==> src/rtl/l1_mem_arbiter.sv <==
// Shares one memory port between the L1 icache and dcache; refills are issued as bursts
// and reassembled into a full line. Define ARB_RR_EN for round-robin tie-breaking.
module l1_mem_arbiter #(
    parameter int offset_width = 2
) (
    input  logic                               clk,
    input  logic                               rstn,

    input  logic                               icache_mem_req,
    input  logic [31:0]                        icache_mem_addr,
    input  logic                               icache_mem_SUC,
    output logic                               mem_icache_addrOK,
    output logic                               mem_icache_dataOK,
    output logic [32*(1<<offset_width)-1:0]    mem_icache_data,

    input  logic                               dcache_mem_req,
    input  logic                               dcache_mem_wr,
    input  logic                               dcache_mem_SUC,
    input  logic [31:0]                        dcache_mem_addr,
    input  logic [31:0]                        dcache_mem_dout,
    input  logic [1:0]                         dcache_mem_size,
    input  logic [3:0]                         dcache_mem_wstrb,
    output logic                               mem_dcache_addrOK,
    output logic                               mem_dcache_dataOK,
    output logic [32*(1<<offset_width)-1:0]    mem_dcache_data,

    output logic                               arb_mem_req,
    output logic                               arb_mem_wr,
    output logic [31:0]                        arb_mem_addr,
    output logic [31:0]                        arb_mem_wdata,
    output logic [1:0]                         arb_mem_size,
    output logic [3:0]                         arb_mem_wstrb,
    output logic [7:0]                         arb_mem_len,
    input  logic                               mem_arb_addrOK,
    input  logic                               mem_arb_dataOK,
    input  logic [31:0]                        mem_arb_rdata
);

    localparam int N    = 1 << offset_width;
    localparam int LINE = 32 * N;

    typedef enum logic [1:0] {IDLE, ADDR, DATA, DONE} state_t;

    state_t      state_reg;
    logic        owner_reg;
    logic        wr_reg;
    logic [31:0] addr_reg;
    logic [31:0] wdata_reg;
    logic [1:0]  size_reg;
    logic [3:0]  wstrb_reg;
    logic [7:0]  len_reg;
    logic [7:0]  beat_cnt_reg;

    logic        grant_valid;
    logic        grant_dcache;
    logic        wr_next;
    logic [31:0] addr_next;
    logic [31:0] wdata_next;
    logic [1:0]  size_next;
    logic [3:0]  wstrb_next;
    logic [7:0]  len_next;
    logic        beat_we;
    logic [LINE-1:0] line_flat;

    assign grant_valid = icache_mem_req | dcache_mem_req;

`ifdef ARB_RR_EN
    logic last_grant_reg;
    // On a tie, whoever did not win last time goes first.
    assign grant_dcache = dcache_mem_req & (~icache_mem_req | ~last_grant_reg);
`else
    assign grant_dcache = dcache_mem_req;
`endif

    // Downstream request fields for whichever requester wins this cycle.
    always_comb begin
        wr_next    = 1'b0;
        addr_next  = icache_mem_addr;
        wdata_next = 32'd0;
        size_next  = 2'd2;
        wstrb_next = 4'd0;
        len_next   = icache_mem_SUC ? 8'd0 : 8'(N - 1);
        if (grant_dcache) begin
            addr_next = dcache_mem_addr;
            if (dcache_mem_wr) begin
                wr_next    = 1'b1;
                wdata_next = dcache_mem_dout;
                size_next  = dcache_mem_size;
                wstrb_next = dcache_mem_wstrb;
                len_next   = 8'd0;
            end else if (dcache_mem_SUC) begin
                size_next  = dcache_mem_size;
                wstrb_next = dcache_mem_wstrb;
                len_next   = 8'd0;
            end else begin
                len_next   = 8'(N - 1);
            end
        end
    end

    always_ff @(posedge clk or negedge rstn) begin
        if (!rstn) begin
            state_reg    <= IDLE;
            owner_reg    <= 1'b0;
            wr_reg       <= 1'b0;
            addr_reg     <= 32'd0;
            wdata_reg    <= 32'd0;
            size_reg     <= 2'd0;
            wstrb_reg    <= 4'd0;
            len_reg      <= 8'd0;
            beat_cnt_reg <= 8'd0;
`ifdef ARB_RR_EN
            last_grant_reg <= 1'b0;
`endif
        end else begin
            case (state_reg)
                IDLE: begin
                    if (grant_valid) begin
                        owner_reg <= grant_dcache;
                        wr_reg    <= wr_next;
                        addr_reg  <= addr_next;
                        wdata_reg <= wdata_next;
                        size_reg  <= size_next;
                        wstrb_reg <= wstrb_next;
                        len_reg   <= len_next;
`ifdef ARB_RR_EN
                        last_grant_reg <= grant_dcache;
`endif
                        state_reg <= ADDR;
                    end
                end
                ADDR: begin
                    if (mem_arb_addrOK) begin
                        beat_cnt_reg <= 8'd0;
                        state_reg    <= DATA;
                    end
                end
                DATA: begin
                    if (mem_arb_dataOK) begin
                        if (wr_reg) begin
                            state_reg <= DONE;
                        end else begin
                            beat_cnt_reg <= beat_cnt_reg + 8'd1;
                            if (beat_cnt_reg == len_reg)
                                state_reg <= DONE;
                        end
                    end
                end
                DONE: begin
                    state_reg <= IDLE;
                end
                default: state_reg <= IDLE;
            endcase
        end
    end

    assign beat_we = (state_reg == DATA) && mem_arb_dataOK && !wr_reg;

    // The first beat of a read also clears the rest of the line, so an uncached
    // word comes back zero-extended and the previous line stays visible until then.
    genvar gi;
    generate
        for (gi = 0; gi < N; gi++) begin : g_word
            logic [31:0] word_reg;
            always_ff @(posedge clk or negedge rstn) begin
                if (!rstn) begin
                    word_reg <= 32'd0;
                end else if (beat_we) begin
                    if (beat_cnt_reg == 8'd0)
                        word_reg <= (gi == 0) ? mem_arb_rdata : 32'd0;
                    else if (beat_cnt_reg == 8'(gi))
                        word_reg <= mem_arb_rdata;
                end
            end
            assign line_flat[gi*32 +: 32] = word_reg;
        end
    endgenerate

    assign arb_mem_req   = (state_reg == ADDR);
    assign arb_mem_wr    = arb_mem_req ? wr_reg    : 1'b0;
    assign arb_mem_addr  = arb_mem_req ? addr_reg  : 32'd0;
    assign arb_mem_wdata = arb_mem_req ? wdata_reg : 32'd0;
    assign arb_mem_size  = arb_mem_req ? size_reg  : 2'd0;
    assign arb_mem_wstrb = arb_mem_req ? wstrb_reg : 4'd0;
    assign arb_mem_len   = arb_mem_req ? len_reg   : 8'd0;

    assign mem_icache_addrOK = (state_reg == ADDR) && mem_arb_addrOK && !owner_reg;
    assign mem_dcache_addrOK = (state_reg == ADDR) && mem_arb_addrOK &&  owner_reg;
    assign mem_icache_dataOK = (state_reg == DONE) && !owner_reg;
    assign mem_dcache_dataOK = (state_reg == DONE) &&  owner_reg;

    assign mem_icache_data = line_flat;
    assign mem_dcache_data = line_flat;

endmodule
==> config.mk <==
export PLATFORM = sky130hd
export DESIGN_NAME = l1_mem_arbiter
export DESIGN_NICKNAME = d
export VERILOG_FILES = /design/src/rtl/l1_mem_arbiter.sv
export SDC_FILE = /design/constraint.sdc
export NUM_CORES = 1
export LEC_CHECK = 0
export ABC_AREA = 1
export BUFFER_PORTS_ARGS = -buffer_cell sky130_fd_sc_hd__buf_2
export CAP_MARGIN = 20
export CORE_AREA = 2 2 186 188
export DETAILED_ROUTE_END_ITERATION = 6
export DIE_AREA = 0 0 188 190
export GPL_ROUTABILITY_DRIVEN = 0
export PLACE_DENSITY = 0.6
export REMOVE_ABC_BUFFERS = 1
export SLEW_MARGIN = 15
export SYNTH_ARGS = -nofsm -noshare
export SYNTH_HDL_FRONTEND = slang
export SYNTH_SLANG_ARGS = --single-unit
export TNS_END_PERCENT = 5
==> constraint.sdc <==
create_clock -name clk -period 1.7 [get_ports clk]
set_input_delay 0.255 -clock clk [delete_from_list [all_inputs] [get_ports clk]]
set_output_delay 0.255 -clock clk [all_outputs]
set_load 0.1 [all_outputs]
# Word-level counts from Yosys, hierarchy flattened
# Cells that the tools add are included.
dict set report totals {
  wordCells 86
  register_bits 218
  in_bits 143
  output_inout_bits 340
}
dict set report op_classes {
  n_reduce_logical 22
  eq_ne 12
  bitwise_logic 1
  n_addsub 1
  muxes 37
}
# operator n
set op_table {}
lappend op_table {{32-bit two-way mux} 11}
lappend op_table {{8-bit two-way mux} 4}
lappend op_table {{2-bit two-way mux} 13}
lappend op_table {{8-bit by 2-bit equality test with 1-bit output (second input constant)} 2}
lappend op_table {{4-bit two-way mux} 4}
lappend op_table {{8-bit case mux with 2 select lines} 1}
lappend op_table {{2-bit AND reduction} 5}
lappend op_table {{8-bit by 1-bit adder with 8-bit output (second input constant)} 1}
lappend op_table {{8-bit by 1-bit equality test with 1-bit output (second input constant)} 1}
lappend op_table {{8-bit equality test} 1}
lappend op_table {{8-bit logical NOT} 1}
lappend op_table {{2-bit case mux with 4 select lines} 1}
lappend op_table {{4-bit AND reduction} 2}
lappend op_table {{2-bit nonzero test} 4}
lappend op_table {{1-bit logical AND} 7}
lappend op_table {{2-bit != test (second input constant)} 3}
lappend op_table {{2-bit equality test (second input constant)} 2}
lappend op_table {{1-bit two-way mux} 3}
lappend op_table {{3-bit != test (second input constant)} 1}
lappend op_table {{2-bit by 1-bit equality test with 1-bit output (second input constant)} 1}
lappend op_table {{1-bit logical NOT} 2}
lappend op_table {{2-bit logical NOT} 1}
lappend op_table {{2-bit by 1-bit != test with 1-bit output (second input constant)} 1}
lappend op_table {{1-bit OR} 1}

# Longest topological paths before layout
dict set report depth {
  word_depth 5
  depth_mapped 9
  depth_no_buf 8
}

# Worst setup path before layout
# Ideal clock, no wire load.
dict set report synth_path {
  path_kind {register -> output}
  start {reg state_reg[1]}
  end {out arb_mem_len[1]}
  path_stages_with_launch 8
  required_time_ps 1445
  arrival_ps 3035
  n_path_buf 3
  path_slack_ps -1590
  cell_sequence {dfrtp_1 -> inv_1 -> ha_1 -> clkbuf_1 -> clkbuf_1 -> nand2_1 -> inv_1 -> buf_4}
}
dict set report synth_between {
  elab_chain_cells 2
}
# element line_no
set synth_lines {}
lappend synth_lines {{start, declared} 44} ;# state_t state_reg;
lappend synth_lines {{start signal, assigned} 103} ;# state_reg <= IDLE;
lappend synth_lines {{start signal, assigned} 129} ;# state_reg <= ADDR;
lappend synth_lines {{start signal, assigned} 135} ;# state_reg <= DATA;
lappend synth_lines {{2-bit by 1-bit equality test with 1-bit output} 179} ;# assign arb_mem_req = (state_reg == ADDR);
lappend synth_lines {{via arb_mem_req} 27} ;# output logic arb_mem_req,
lappend synth_lines {{8-bit two-way mux} 185} ;# assign arb_mem_len = arb_mem_req ? len_reg : 8'd0;
lappend synth_lines {{end, declared} 33} ;# output logic [7:0] arb_mem_len,
# The timed path passes the listed nets, and every way through them passes these cells.

# Worst setup path in the final report
dict set report layout_path {
  start {reg state_reg[1]}
  end {out arb_mem_addr[29]}
}
dict set report layout_between {
  elab_chain_cells 2
}
# element line_no
set layout_lines {}
lappend layout_lines {{2-bit by 1-bit equality test with 1-bit output} 179}
lappend layout_lines {{32-bit two-way mux} 181} ;# assign arb_mem_addr = arb_mem_req ? addr_reg : 32'd0;
lappend layout_lines {{end, declared} 29} ;# output logic [31:0] arb_mem_addr,
# No other way between the ends.

==> impl_results.md <==
- WL/cell: 16.3 µm
- Area of the multi-input gates: 3640 µm²
- Top post-synthesis cells by count: 359 x nor2_1, 211 x dfrtp_1, 194 x inv_1
- Initial core utilization: 31.5%
- Total negative slack: -38480 ps
- Layout net count: 1963
- Synth Flop Type: dfrtp_1
- Num rows: 68
- Post-Layout Inst Area: 16200 µm²
- DIE AREA: 35700 µm²
- Worst slew margin: 39.6%
- Hold Path Class: in -> reg
- Synth Cell Area: 10700 µm²
- R2r endpoint: g_word[3].word_reg[11]$_DFFE_PN0P_
- Vias: 10112
- Crit path kind: reg -> out
- Final period utilization: 128%
- Chip width: 188 µm
- Ports: 483
- Worst Skew: 13.1 ps
- CTS tree: done
- First drt pass iteration count: 7
- Hold Path Depth: 3
- Hold Vio Cnt, Final: 0
- CTS root buffer: clkbuf_16
- Post-synth EDFFs: 0
- Syn-to-layout area delta: 51.3%
- Slowest-stage cell, CP: dfrtp_1
- Max reg flops: 128
- Worst reg2reg setup slack: -180 ps
- Crit Path Max Fanout: 6
- Asr flop ratio synth: 100%
- Post-Synthesis Cells: 1372
- Fill cells: 3225
- Hold EP: wdata_reg[21]$_DFFE_PN0P_
- Die height: 190 µm
- Area contributors post-synth: dfrtp_1 49%, nor2_1 13%, buf_4 9.6%, inv_1 6.8%, nand2_1 6.0%
- Initial antenna violation count: 1
- Post-layout util: 47.6%
- Warnings from Yosys: 0
- Crit path from: state_reg[1]$_DFFE_PN0P_
- RSZ-0062 raised after global routing: yes
- Htree depth: 1
- Worst path max stage delay: 390 ps
- Slew Limit Fails: 0
- Vias in the first global route: 9829
- Final ANT Viol Nets: 0
- DRT iter0 DRCs: 426
- Fmax: 460 MHz
- First-pass GRT wire length: 56100 µm
- Post-synth top area share: 49.4%
- Clk_lat worst skew: 520 ps
- All-Layer GR Usage: 20.2%
- Average size of a mapped cell: 7.79 µm²
- CP Launch Type: flip-flop
- Register Area: 5280 µm²
- Post-synthesis cell type count: 27
- Hold_sp: dcache_mem_dout[21]
- Yosys reg bits: 211
- CP Capture Type: output port
- Max_cap viols: 0
- Maximum clock insertion buffer count: 3
- Core box area: 33900 µm²
- R2R depth: 8
- Routed WL: 37200 µm
- Clk sinks: 211
- Setup violations, final: 110
- PortBufs: 476
- Min Clock Period, post-route: 2170 ps
- Share of layout cells above drive strength 1: 41.1%
- Largest net degree at the start of global routing: 66
- Vias per cell: 4.43
- Most common cell in the synthesized netlist: nor2_1
- Post-synth top area cell: dfrtp_1
- Placed inst area: 14200 µm²
- Clock transition at path regs: 60 ps
- Seq/Total Area, Yosys: 49.4%
- DRC viols: 0
- CTS buffer count: 25
- Critical path required time: 1440 ps
- CP cell instances: buf_6 -> inv_4 -> ha_4 -> buf_8 -> clkbuf_16 -> nand2_1 -> inv_2 -> buf_12
- Fin worst setup slack: -474 ps
- Outcome: complete, but fails checks
- Reg2reg start: state_reg[0]$_DFFE_PN0P_
- Least-Margin Pin Slew: 904 ps
- Arrival @ worst endpoint: 1920 ps
- Failing checks: negative setup slack
- Total global routing overflow: 0
- Hpwl dp: 26500 µm
-- layer usage --
layer	global-route usage, %	vias up	part of all wire [%]
met5	0	-	0
met4	8.57	0	4.1
met3	5.22	60	8.1
met2	34.5	425	49
met1	24.0	4745	39
li1	-	4882	-
-- critical path: cells and delay by family (launching register included) --
kind          cells  cell delay (ps)
simple gates      1               60
fa+ha+maj         1              190
buf+inv           6              740
flops             1              390
-- per-stage QoR --
stage	instances	hold WS, ps	worst slack [ps]
6_report	2282	19.8	-474
5_1_grt	2282	3.73	-555
4_1_cts	2280	0.136	-552
3_5_place_dp	2167	226	-247
3_3_place_gp	2167	219	-196
2_1_floorplan	1180	-40.6	-2580
-- cells in the final DEF (no fill, tap or decap), types with 8 or more instances in the layout --
cell / instances
nand4_1: 8
buf_4: 45
dlygate4sd3_1: 58
clkbuf_4: 8
nand2_2: 40
nor2_1: 346
dfrtp_1: 211
o21ai_1: 33
nand2_4: 14
inv_1: 117
inv_2: 72
inv_4: 8
a21oi_1: 32
buf_12: 98
buf_2: 379
o21ai_0: 116
clkbuf_16: 28
nand2_1: 120
nor2_2: 16
nand3_1: 11
-- final cells by class --
class | instances | share of cell area [%]
repair buffers | 604 | 31.8
well taps | 455 | 3.52
multi-input cells | 772 | 22.5
inverters | 197 | 4.70
clock inverters | 8 | 0.596
flip-flops and latches | 211 | 32.6
clock buffers | 34 | 4.20
diodes | 1 | 0.0155
-- kinds of logic after synthesis --
logic type                 Yosys count  share of synthesized area (%)
xor gates and xnor gates             1                         0.0819
muxes                                1                         0.0936
and+or+nand+nor                    570                           21.2
AOI/OAI and AO/OA                  185                           8.72
buffers and inverters              394                           19.4
adders and majority gates            9                           1.05
other                                1                         0.0351
DFF                                211                           49.4
-- how the worst max path moves through the flow --
stage / endpoint / cells past startpoint
after CTS: arb_mem_wdata[14] / 9
after floorplan: mem_dcache_addrOK / 4
after detailed placement: g_word[3].word_reg[7]$_DFFE_PN0P_ / 8
final: arb_mem_addr[29] / 8
after global placement: g_word[3].word_reg[13]$_DFFE_PN0P_ / 8
after global routing: arb_mem_wstrb[3] / 8
-- timing repair --
action | in CTS | in global routing
setup buffers | 8 | 0
pin swaps | 4 | 19
setup endpoints to repair | 216 | 294
hold buffers | 58 | 0
endpoints found under the hold margin | 102 | 0
cloned | 5 | 3
gates resized for setup | 117 | 93
Power is not shown: default switching activity piles up to over one toggle a cycle in this logic, so the estimate is an artifact.
